## config.mk

```make
export PLATFORM = sky130hd
export DESIGN_NAME = anthem_char_rx_display_flat
export DESIGN_NICKNAME = d
export VERILOG_FILES = /design/src/rtl/anthem_pkg.sv /design/src/rtl/anthem_char_rx_display_if.sv /design/src/rtl/anthem_char_fifo.sv /design/src/rtl/anthem_char_rx_display.sv /design/src/flat_wrapper.sv
export SDC_FILE = /design/constraint.sdc
export NUM_CORES = 1
export LEC_CHECK = 0
export CORE_ASPECT_RATIO = 1.2
export CORE_MARGIN = 8
export CORE_UTILIZATION = 55
export CTS_BUF_LIST = sky130_fd_sc_hd__clkbuf_16
export CTS_CLUSTER_DIAMETER = 80
export DETAILED_ROUTE_END_ITERATION = 10
export GPL_ROUTABILITY_DRIVEN = 0
export PLACE_DENSITY = 0.82
export SETUP_SLACK_MARGIN = 0.15
export SKIP_LAST_GASP = 1
export SLEW_MARGIN = 20
export SYNTH_ARGS = -nofsm -noshare
export SYNTH_HDL_FRONTEND = slang
export SYNTH_SLANG_ARGS = --single-unit
```

## constraint.sdc

```tcl
create_clock -name clk -period 4.8 [get_ports clk]
set_input_delay 0.48 -clock clk [delete_from_list [all_inputs] [get_ports clk]]
set_output_delay 0.48 -clock clk [all_outputs]
set_load 0.01 [all_outputs]
```

## src/rtl/anthem_pkg.sv

```systemverilog
// Shared constants and the ASCII-to-7-segment decoder for the anthem character link.
package anthem_pkg;

  localparam logic [7:0] ASCII_NUL   = 8'h00;
  localparam logic [7:0] ASCII_SPACE = 8'h20;

  // Segment codes: bit0=a ... bit6=g
  localparam logic [6:0] SEG_BLANK = 7'h00;
  localparam logic [6:0] SEG_DASH  = 7'h40;

  localparam logic [6:0] SEG_0 = 7'h3F;
  localparam logic [6:0] SEG_1 = 7'h06;
  localparam logic [6:0] SEG_2 = 7'h5B;
  localparam logic [6:0] SEG_3 = 7'h4F;
  localparam logic [6:0] SEG_4 = 7'h66;
  localparam logic [6:0] SEG_5 = 7'h6D;
  localparam logic [6:0] SEG_6 = 7'h7D;
  localparam logic [6:0] SEG_7 = 7'h07;
  localparam logic [6:0] SEG_8 = 7'h7F;
  localparam logic [6:0] SEG_9 = 7'h6F;

  localparam logic [6:0] SEG_A = 7'h77;
  localparam logic [6:0] SEG_B = 7'h7C;
  localparam logic [6:0] SEG_C = 7'h39;
  localparam logic [6:0] SEG_D = 7'h5E;
  localparam logic [6:0] SEG_E = 7'h79;
  localparam logic [6:0] SEG_F = 7'h71;
  localparam logic [6:0] SEG_G = 7'h3D;
  localparam logic [6:0] SEG_H = 7'h76;
  localparam logic [6:0] SEG_I = 7'h06;
  localparam logic [6:0] SEG_L = 7'h38;
  localparam logic [6:0] SEG_N = 7'h54;
  localparam logic [6:0] SEG_O = 7'h3F;
  localparam logic [6:0] SEG_P = 7'h73;
  localparam logic [6:0] SEG_R = 7'h50;
  localparam logic [6:0] SEG_S = 7'h6D;
  localparam logic [6:0] SEG_T = 7'h78;
  localparam logic [6:0] SEG_U = 7'h3E;
  localparam logic [6:0] SEG_Y = 7'h6E;
  localparam logic [6:0] SEG_Z = 7'h5B;

  typedef enum logic [1:0] {
    ST_IDLE = 2'd0,
    ST_LOAD = 2'd1,
    ST_SHOW = 2'd2,
    ST_GAP  = 2'd3
  } disp_state_e;

  // Lowercase is folded to uppercase; anything without a glyph shows a dash.
  function automatic logic [6:0] seg_decode(input logic [7:0] ch);
    logic [7:0] c;
    c = (ch >= 8'h61 && ch <= 8'h7A) ? ch - 8'h20 : ch;
    case (c)
      8'h30: seg_decode = SEG_0;
      8'h31: seg_decode = SEG_1;
      8'h32: seg_decode = SEG_2;
      8'h33: seg_decode = SEG_3;
      8'h34: seg_decode = SEG_4;
      8'h35: seg_decode = SEG_5;
      8'h36: seg_decode = SEG_6;
      8'h37: seg_decode = SEG_7;
      8'h38: seg_decode = SEG_8;
      8'h39: seg_decode = SEG_9;
      8'h41: seg_decode = SEG_A;
      8'h42: seg_decode = SEG_B;
      8'h43: seg_decode = SEG_C;
      8'h44: seg_decode = SEG_D;
      8'h45: seg_decode = SEG_E;
      8'h46: seg_decode = SEG_F;
      8'h47: seg_decode = SEG_G;
      8'h48: seg_decode = SEG_H;
      8'h49: seg_decode = SEG_I;
      8'h4C: seg_decode = SEG_L;
      8'h4E: seg_decode = SEG_N;
      8'h4F: seg_decode = SEG_O;
      8'h50: seg_decode = SEG_P;
      8'h52: seg_decode = SEG_R;
      8'h53: seg_decode = SEG_S;
      8'h54: seg_decode = SEG_T;
      8'h55: seg_decode = SEG_U;
      8'h59: seg_decode = SEG_Y;
      8'h5A: seg_decode = SEG_Z;
      ASCII_SPACE: seg_decode = SEG_BLANK;
      default: seg_decode = SEG_DASH;
    endcase
  endfunction

endpackage

```

## src/rtl/anthem_char_rx_display_if.sv

```systemverilog
// Character link from the anthem transmitter: byte, strobe and back-pressure hint.
interface anthem_char_rx_display_if;
  logic [7:0] rx_data;
  logic       rx_strobe;
  logic       rx_ready;

  modport master (output rx_data, output rx_strobe, input rx_ready);
  modport slave  (input rx_data, input rx_strobe, output rx_ready);
endinterface

```

## src/rtl/anthem_char_fifo.sv

```systemverilog
// Small synchronous FIFO with show-ahead read; a push into a full FIFO is
// accepted when a pop happens in the same cycle.
module anthem_char_fifo #(
  parameter int DEPTH = 4,
  parameter int WIDTH = 8
) (
  input  logic             clk,
  input  logic             rst,
  input  logic             push,
  input  logic             pop,
  input  logic [WIDTH-1:0] din,
  output logic [WIDTH-1:0] dout,
  output logic             full,
  output logic             empty
);
  localparam int AW = $clog2(DEPTH);

  logic [WIDTH-1:0] mem [DEPTH];
  logic [AW-1:0]    wr_ptr;
  logic [AW-1:0]    rd_ptr;
  logic [AW:0]      count;
  logic             do_push;
  logic             do_pop;

  assign full    = (count == (AW+1)'(DEPTH));
  assign empty   = (count == '0);
  assign do_pop  = pop & ~empty;
  assign do_push = push & (~full | do_pop);
  assign dout    = mem[rd_ptr];

  // Pointer and occupancy bookkeeping
  always_ff @(posedge clk or posedge rst) begin
    if (rst) begin
      wr_ptr <= '0;
      rd_ptr <= '0;
      count  <= '0;
    end else begin
      if (do_push) wr_ptr <= wr_ptr + AW'(1);
      if (do_pop)  rd_ptr <= rd_ptr + AW'(1);
      case ({do_push, do_pop})
        2'b10:   count <= count + (AW+1)'(1);
        2'b01:   count <= count - (AW+1)'(1);
        default: count <= count;
      endcase
    end
  end

  // Storage array; contents need no reset because occupancy gates every read
  always_ff @(posedge clk) begin
    if (do_push) mem[wr_ptr] <= din;
  end

endmodule

```

## src/rtl/anthem_char_rx_display.sv

```systemverilog
// Receives strobed ASCII bytes, buffers them and shows each on the 7-segment
// output for a fixed hold time followed by a blank gap.
//
// state | meaning
// IDLE  | nothing to show, display blank
// LOAD  | pop FIFO head and latch its segment pattern (display blank)
// SHOW  | character visible, hold counter running
// GAP   | display blank between characters, gap counter running
module anthem_char_rx_display #(
  parameter int FIFO_DEPTH  = 4,
  parameter int HOLD_CYCLES = 16,
  parameter int GAP_CYCLES  = 1
) (
  input  logic                      clk,
  input  logic                      rst,
  input  logic                      ena,
  anthem_char_rx_display_if.slave   rx_if,
  output logic [7:0]                seg_out,
  output logic                      overflow,
  output logic                      eom
);
  import anthem_pkg::*;

  localparam int CNT_MAX = (HOLD_CYCLES > GAP_CYCLES) ? HOLD_CYCLES : GAP_CYCLES;
  localparam int CNT_W   = (CNT_MAX > 1) ? $clog2(CNT_MAX) : 1;
  localparam logic [CNT_W-1:0] HOLD_LOAD = CNT_W'(HOLD_CYCLES - 1);
  localparam logic [CNT_W-1:0] GAP_LOAD  = CNT_W'(GAP_CYCLES - 1);

  logic             strb_meta;
  logic             strb_sync;
  logic             strb_prev;
  logic             push_req;
  logic             is_nul;
  logic             fifo_push;
  logic             fifo_pop;
  logic             fifo_full;
  logic             fifo_empty;
  logic [7:0]       fifo_dout;
  logic [CNT_W-1:0] cnt;
  logic [6:0]       seg_reg;
  disp_state_e      state;
  disp_state_e      state_nxt;

  // Strobe synchroniser plus edge-detect flop; keeps tracking even when disabled
  always_ff @(posedge clk or posedge rst) begin
    if (rst) begin
      strb_meta <= 1'b0;
      strb_sync <= 1'b0;
      strb_prev <= 1'b0;
    end else begin
      strb_meta <= rx_if.rx_strobe;
      strb_sync <= strb_meta;
      strb_prev <= strb_sync;
    end
  end

  assign push_req  = strb_sync & ~strb_prev & ena;
  assign is_nul    = (rx_if.rx_data == ASCII_NUL);
  assign eom       = push_req & is_nul;
  assign fifo_push = push_req & ~is_nul;

  anthem_char_fifo #(.DEPTH(FIFO_DEPTH), .WIDTH(8)) u_fifo (
    .clk   (clk),
    .rst   (rst),
    .push  (fifo_push),
    .pop   (fifo_pop),
    .din   (rx_if.rx_data),
    .dout  (fifo_dout),
    .full  (fifo_full),
    .empty (fifo_empty)
  );

  // Count is a register inside the FIFO, so this is registered in effect
  assign rx_if.rx_ready = ~fifo_full;

  // Sticky drop flag; a same-cycle pop frees room, so that push is not a drop
  always_ff @(posedge clk or posedge rst) begin
    if (rst)                                     overflow <= 1'b0;
    else if (fifo_push && fifo_full && !fifo_pop) overflow <= 1'b1;
  end

  // Display FSM state register
  always_ff @(posedge clk or posedge rst) begin
    if (rst) state <= ST_IDLE;
    else     state <= state_nxt;
  end

  // Display FSM next-state; disabled block holds its state
  always_comb begin
    state_nxt = state;
    if (ena) begin
      case (state)
        ST_IDLE: if (!fifo_empty) state_nxt = ST_LOAD;
        ST_LOAD: state_nxt = ST_SHOW;
        ST_SHOW: if (cnt == '0) state_nxt = ST_GAP;
        ST_GAP:  if (cnt == '0) state_nxt = fifo_empty ? ST_IDLE : ST_LOAD;
        default: state_nxt = ST_IDLE;
      endcase
    end
  end

  // Display FSM outputs; the decimal point mirrors overflow in every state
  always_comb begin
    fifo_pop = ena && (state == ST_LOAD);
    seg_out  = {overflow, (state == ST_SHOW) ? seg_reg : SEG_BLANK};
  end

  // Hold/gap down-counter and latched segment pattern
  always_ff @(posedge clk or posedge rst) begin
    if (rst) begin
      cnt     <= '0;
      seg_reg <= SEG_BLANK;
    end else if (ena) begin
      case (state)
        ST_LOAD: begin
          seg_reg <= seg_decode(fifo_dout);
          cnt     <= HOLD_LOAD;
        end
        ST_SHOW: cnt <= (cnt == '0) ? GAP_LOAD : cnt - CNT_W'(1);
        ST_GAP:  if (cnt != '0) cnt <= cnt - CNT_W'(1);
        default: cnt <= cnt;
      endcase
    end
  end

endmodule

```

## src/flat_wrapper.sv

```systemverilog
// flat-port wrapper written by rule: the top's interface ports become plain ports
module anthem_char_rx_display_flat import anthem_pkg::*;
#(
  parameter int FIFO_DEPTH  = 4,
  parameter int HOLD_CYCLES = 16,
  parameter int GAP_CYCLES  = 1
)
  (clk, rst, ena, seg_out, overflow, eom, rx_if_rx_data, rx_if_rx_strobe, rx_if_rx_ready);
  anthem_char_rx_display_if rx_if_i ();
  input  logic clk;
  input  logic rst;
  input  logic ena;
  output logic [7:0] seg_out;
  output logic overflow;
  output logic eom;
  input wire logic [$bits(rx_if_i.rx_data)-1:0] rx_if_rx_data;
  input wire logic [$bits(rx_if_i.rx_strobe)-1:0] rx_if_rx_strobe;
  output wire logic [$bits(rx_if_i.rx_ready)-1:0] rx_if_rx_ready;
  assign rx_if_i.rx_data = rx_if_rx_data;
  assign rx_if_i.rx_strobe = rx_if_rx_strobe;
  assign rx_if_rx_ready = rx_if_i.rx_ready;
  anthem_char_rx_display #(.FIFO_DEPTH(FIFO_DEPTH), .HOLD_CYCLES(HOLD_CYCLES), .GAP_CYCLES(GAP_CYCLES)) u_core (.clk(clk), .rst(rst), .ena(ena), .rx_if(rx_if_i), .seg_out(seg_out), .overflow(overflow), .eom(eom));
endmodule
```

==> results of run 1 <==
-- worst min path at each step --
stage	endpoint	start
detailed placement	u_core.strb_sync	u_core.strb_meta
finish	u_core.strb_sync	u_core.strb_meta
global route	u_core.strb_sync	u_core.strb_meta
floorplan	u_core.strb_sync	u_core.strb_meta
CTS	u_core.strb_sync	u_core.strb_meta
global placement	u_core.strb_sync	u_core.strb_meta
-- cells in the mapped netlist (5+ instances only) --
| library cell | count |
|---|---|
| edfxtp_1 | 32 |
| nor2_1 | 15 |
| ha_1 | 20 |
| o21ai_0 | 18 |
| and2_1 | 12 |
| nand2_1 | 15 |
| dfrtp_1 | 24 |
| a21oi_1 | 14 |
| nor3_1 | 5 |
| mux4_2 | 8 |
| inv_1 | 26 |
-- per-layer routing --
layer,GRT usage,up-vias,wire length [µm]
li1,-,1029,-
met1,0.165,1042,2480
met2,0.282,85,3300
met3,0.0479,22,357
met4,0.0962,0,257
met5,0,-,0
-- cell usage in the layout, fill, tap and decap left out, types with 4 or more instances in the layout --
| cell type | count |
|---|---|
| nand3_1 | 4 |
| xor2_1 | 4 |
| mux4_2 | 8 |
| nor4_1 | 4 |
| nor3_1 | 5 |
| edfxtp_1 | 32 |
| nor2b_1 | 4 |
| o21ai_0 | 18 |
| nor2_1 | 15 |
| a31oi_1 | 4 |
| and2_1 | 12 |
| clkbuf_16 | 6 |
| clkdlybuf4s50_1 | 22 |
| ha_1 | 20 |
| inv_1 | 27 |
| a21oi_1 | 14 |
| dfrtp_1 | 24 |
| mux2i_1 | 4 |
| nand2_1 | 15 |
-- where the power goes --
group,internal [µW],total [µW],switching (µW)
logic,416,1000,585
clock network,276,435,159
registers,604,705,101
total,1300,2140,845
-- stage by stage --
stage / setup WS (ns) / utilization / hold slack, ns / total power, µW / instance area, µm²
after floorplan: 2.06 / - / 0.331 / 1470 / 3110
after global placement: 1.70 / 0.602 / 0.334 / 1660 / 3340
after detailed placement: 1.59 / 0.602 / 0.343 / 1690 / 3340
after CTS: 1.60 / 0.635 / 0.359 / 2140 / 3530
after global routing: 1.36 / 0.635 / 0.361 / 2290 / 3530
final: 1.62 / 0.635 / 0.357 / 2140 / 3530
-- critical path, cell delays in order (launching register included) --
cell     delay [ns]
dfrtp_1        0.70
mux4_2         0.70
inv_1          0.18
ha_1           0.30
inv_1          0.12
or4_4          0.54
nor3_2         0.13
nor3_1         0.09
a221o_1        0.29
-- cell type report --
class                   instances  area share
repair buffers                 22      0.0625
multi-input cells             180       0.391
flip-flops and latches         56       0.443
clock inverters                 2     0.00958
clock buffers                   6      0.0426
well taps                      64      0.0227
inverters                      27      0.0287
-- kinds of logic after synthesis --
group,Yosys count,synth area share
DFF,56,0.503
adders and majority gates,21,0.0870
and+or+nand+nor,72,0.124
AOI/OAI and AO/OA,65,0.132
buffers and inverters,38,0.0536
muxes,15,0.0818
xor gates and xnor gates,7,0.0197
==> results.yml, run 1 <==
synthesis:
  synth_area_mm2: 0.00311
  synth-seq-cells: 56
  ys_seq_area_frac: 0.503
  syn_area_per_cell_um2: 11.3
  ys_types: 54
  async_flop_share: 0.429
  synth_area_leaders: "edfxtp_1, dfrtp_1, ha_1"
  synth_top_area_share: 0.309
  synth_edf_count: 32
  postSynthCellCount: 274
  synthesis.nets: 307
  ys.flop_type: "edfxtp_1"
  synth_top_cell_by_area: "edfxtp_1"
  synth_warnings: 0
floorplanning:
  rows: 30
  io_pins: 23
  die_w_um: 84.6
  start_util: 0.559
  coreArea_mm2: 0.00556
  die_h_um: 98.3
  dieArea_mm2: 0.00832
route:
  drtIter0Drc: 171
  routed_wl_mm: 6.40
  ant_nets: 0
  via_count: 2178
  drc: 0
  firstDrtPassIters: 4
  post_drt_wl_per_cell_um: 17.9
  via_per_inst: 6.10
critical_path:
  arrival_ns: 3.35
  r2r_slack_ns: 1.62
  crit_start: "u_core.u_fifo.rd_ptr[0]"
  cp-end-kind: "flop"
  worstReg2RegStart: "u_core.u_fifo.rd_ptr[0]"
  ff2ff_path_depth: 8
  setup.worst_path.end: "u_core.seg_reg[5]"
  required_ns: 4.98
  path_class: "reg -> reg"
  timing.rr.end: "u_core.seg_reg[5]"
  startpoint_type: "flop"
  cp_max_fo: 12
clock_tree:
  cts_num_sinks: 56
  postCtsSetupBuffers: 0
  cts.path.max_buffers: 2
  cts_root_buffer: "clkbuf_16"
  tritoncts: "done"
  hold_buffers: 0
  cts_made_buffers: 5
  clock_latency_ns: 0.29
  cts_resized: 0
  clk_pin_slew_ns: 0.07
  cts-htree-levels: 2
placement:
  hpwl_mm: 4.50
  dp.cells: 349
  port_buffers: 22
timing:
  slew_violations: 0
  clock_skew_ns: 0.00616
  min_period_ns: 3.18
  fin_tns_setup_ns: 0
  hold_viol: 0
  max_slew.worst_pin.slew_ns: 0.898
  relSlewSlack: 0.401
  clock.fmax_ghz: 0.315
  rsz0062_at_grt: "no"
  timing.final.crit_share: 0.662
  setup_violations: 0
power:
  p_per_area_mw_per_mm2: 607
  vdd_drop_max_mv: 0.364
  p_leak_uw: 0.00139
job:
  maxCapViolCount: 0
global_route:
  antenna_found_initial: 0
  grt_pass1_vias: 2196
  grt_pass1_wl_mm: 10.5
  grt_overflow_total: 0
  grt_usage: 0.161
  grt_max_degree: 31
cells_and_area:
  layout-drive-gt1-share: 0.0717
  fin_cells: 357
  seq_area_mm2: 0.00156
  multi_input_area_mm2: 0.00138
  largest_reg_flops: 32
  antenna_cells: 0
  area_growth_pct: 13.5
  final_nets: 325
  fillers: 431
min_path:
  hold_depth: 0
  hold_class: "reg -> reg"
run_status:
  status: "complete, no violations"
(Power assumes the default switching activity.)
==> run 2: changes to the inputs <==
Clock period 4.8 ns to 3.22 ns, I/O delays scaled along.
==> results.yml, run 2 (synthesis gave the netlist of run 1 again) <==
run_status:
  status: "complete, no violations"
power:
  vdd_drop_max_mv: 0.622
  p_per_area_mw_per_mm2: 914
  power.internal_uw: 1950
  sequentialPowerShare: 0.320
  netSwitchingFraction: 0.398
  p_leak_uw: 0.00139
  p_comb_frac: 0.479
  p_total_uw: 3240
  power.net_switching_uw: 1290
  clock_power_share: 0.201
clock_tree:
  clock_latency_ns: 0.30
  tritoncts: "done"
  cts_resized: 0
  cts_made_buffers: 5
  postCtsSetupBuffers: 0
  cts-htree-levels: 2
  hold_buffers: 0
  clk_pin_slew_ns: 0.07
  cts.path.max_buffers: 2
  cts_root_buffer: "clkbuf_16"
  cts_num_sinks: 56
cells_and_area:
  largest_reg_flops: 32
  fillers: 431
  final_common_cell: "edfxtp_1"
  multi_input_area_mm2: 0.00138
  seq_area_mm2: 0.00156
  final_cell_mix: "edfxtp_1, inv_1, dfrtp_1, clkdlybuf4s50_1, ha_1"
  layout-drive-gt1-share: 0.0814
  antenna_cells: 0
  postLayoutCoreUtil: 0.638
  final_nets: 327
  area_growth_pct: 14.0
floorplanning:
  dieArea_mm2: 0.00832
  die_w_um: 84.6
  rows: 30
  coreArea_mm2: 0.00556
  io_pins: 23
  die_h_um: 98.3
  start_util: 0.559
route:
  via_count: 2157
  routed_wl_mm: 6.53
  drc: 0
  firstDrtPassIters: 4
  post_drt_wl_per_cell_um: 18.2
  ant_nets: 0
  via_per_inst: 6.01
  drtIter0Drc: 237
global_route:
  antenna_found_initial: 0
  grt_overflow_total: 0
  grt_usage: 0.165
  grt_pass1_vias: 2188
  grt_pass1_wl_mm: 10.8
  grt_max_degree: 31
min_path:
  hold_class: "reg -> reg"
  hold_depth: 0
timing:
  rsz0062_at_grt: "no"
  timing.final.crit_share: 0.881
  fin_tns_setup_ns: 0
  min_period_ns: 2.84
  hold_viol: 0
  relSlewSlack: 0.386
  slew_violations: 0
  max_slew.worst_pin.slew_ns: 0.921
  clock_skew_ns: 0.00974
  clock.fmax_ghz: 0.352
  setup_violations: 0
critical_path:
  startpoint_type: "flop"
  arrival_ns: 3.01
  path_class: "reg -> reg"
  cp_max_fo: 7
  ff2ff_path_depth: 8
  required_ns: 3.39
  cp-end-kind: "flop"
placement:
  hpwl_mm: 4.49
  port_buffers: 22
job:
  maxCapViolCount: 0
[run 2: critical path: stages, from the launching register on]
cell and delay (ns):
dfrtp_1 0.43, mux4_2 0.60, inv_1 0.13, ha_1 0.31, inv_1 0.14, or4_4 0.55, nor3_2 0.14, nor3_1 0.09
a221o_1 0.32
[run 2: cell type report]
cell class	instances	share of cell area
well taps	64	0.0226
inverters	27	0.0286
multi-input cells	180	0.389
flip-flops and latches	56	0.441
clock buffers	6	0.0424
clock inverters	2	0.00954
repair buffers	24	0.0664
[run 2: routing by layer]
metal | track usage | wire length, µm | vias up
met4 | 0.0783 | 167 | 0
li1 | - | - | 1037
met2 | 0.287 | 3410 | 67
met5 | 0 | 0 | -
met3 | 0.0361 | 256 | 18
met1 | 0.188 | 2700 | 1035
[run 2: final timing paths]
kind / from / endpoint / slack (ns)
max: u_core.u_fifo.rd_ptr[0] / u_core.seg_reg[5] / 0.38
min: u_core.strb_meta / u_core.strb_sync / 0.35
max reg2reg: u_core.u_fifo.rd_ptr[0] / u_core.seg_reg[5] / 0.38
min reg2reg: u_core.strb_meta / u_core.strb_sync / 0.35
max in group asynchronous: rst / u_core.u_fifo.rd_ptr[1] / 2.06
min in group asynchronous: rst / u_core.seg_reg[4] / 0.53
[run 2: power by group through the flow]
stage | clock (µW) | combinational (µW) | sequential, µW
floorplan | 0 | 1200 | 987
global placement | 0 | 1460 | 1040
detailed placement | 0 | 1500 | 1040
CTS | 665 | 1530 | 1030
global route | 687 | 1710 | 1050
finish | 650 | 1550 | 1040
[run 2: metrics by stage]
stage / hold WS, ns / instances / area [µm²] / setup slack (ns)
global route: 0.367 / 359 / 3540 / 0.195
detailed placement: 0.338 / 351 / 3360 / 0.253
global placement: 0.335 / 351 / 3360 / 0.351
floorplan: 0.331 / 274 / 3110 / 0.480
CTS: 0.354 / 359 / 3540 / 0.298
finish: 0.350 / 359 / 3540 / 0.382
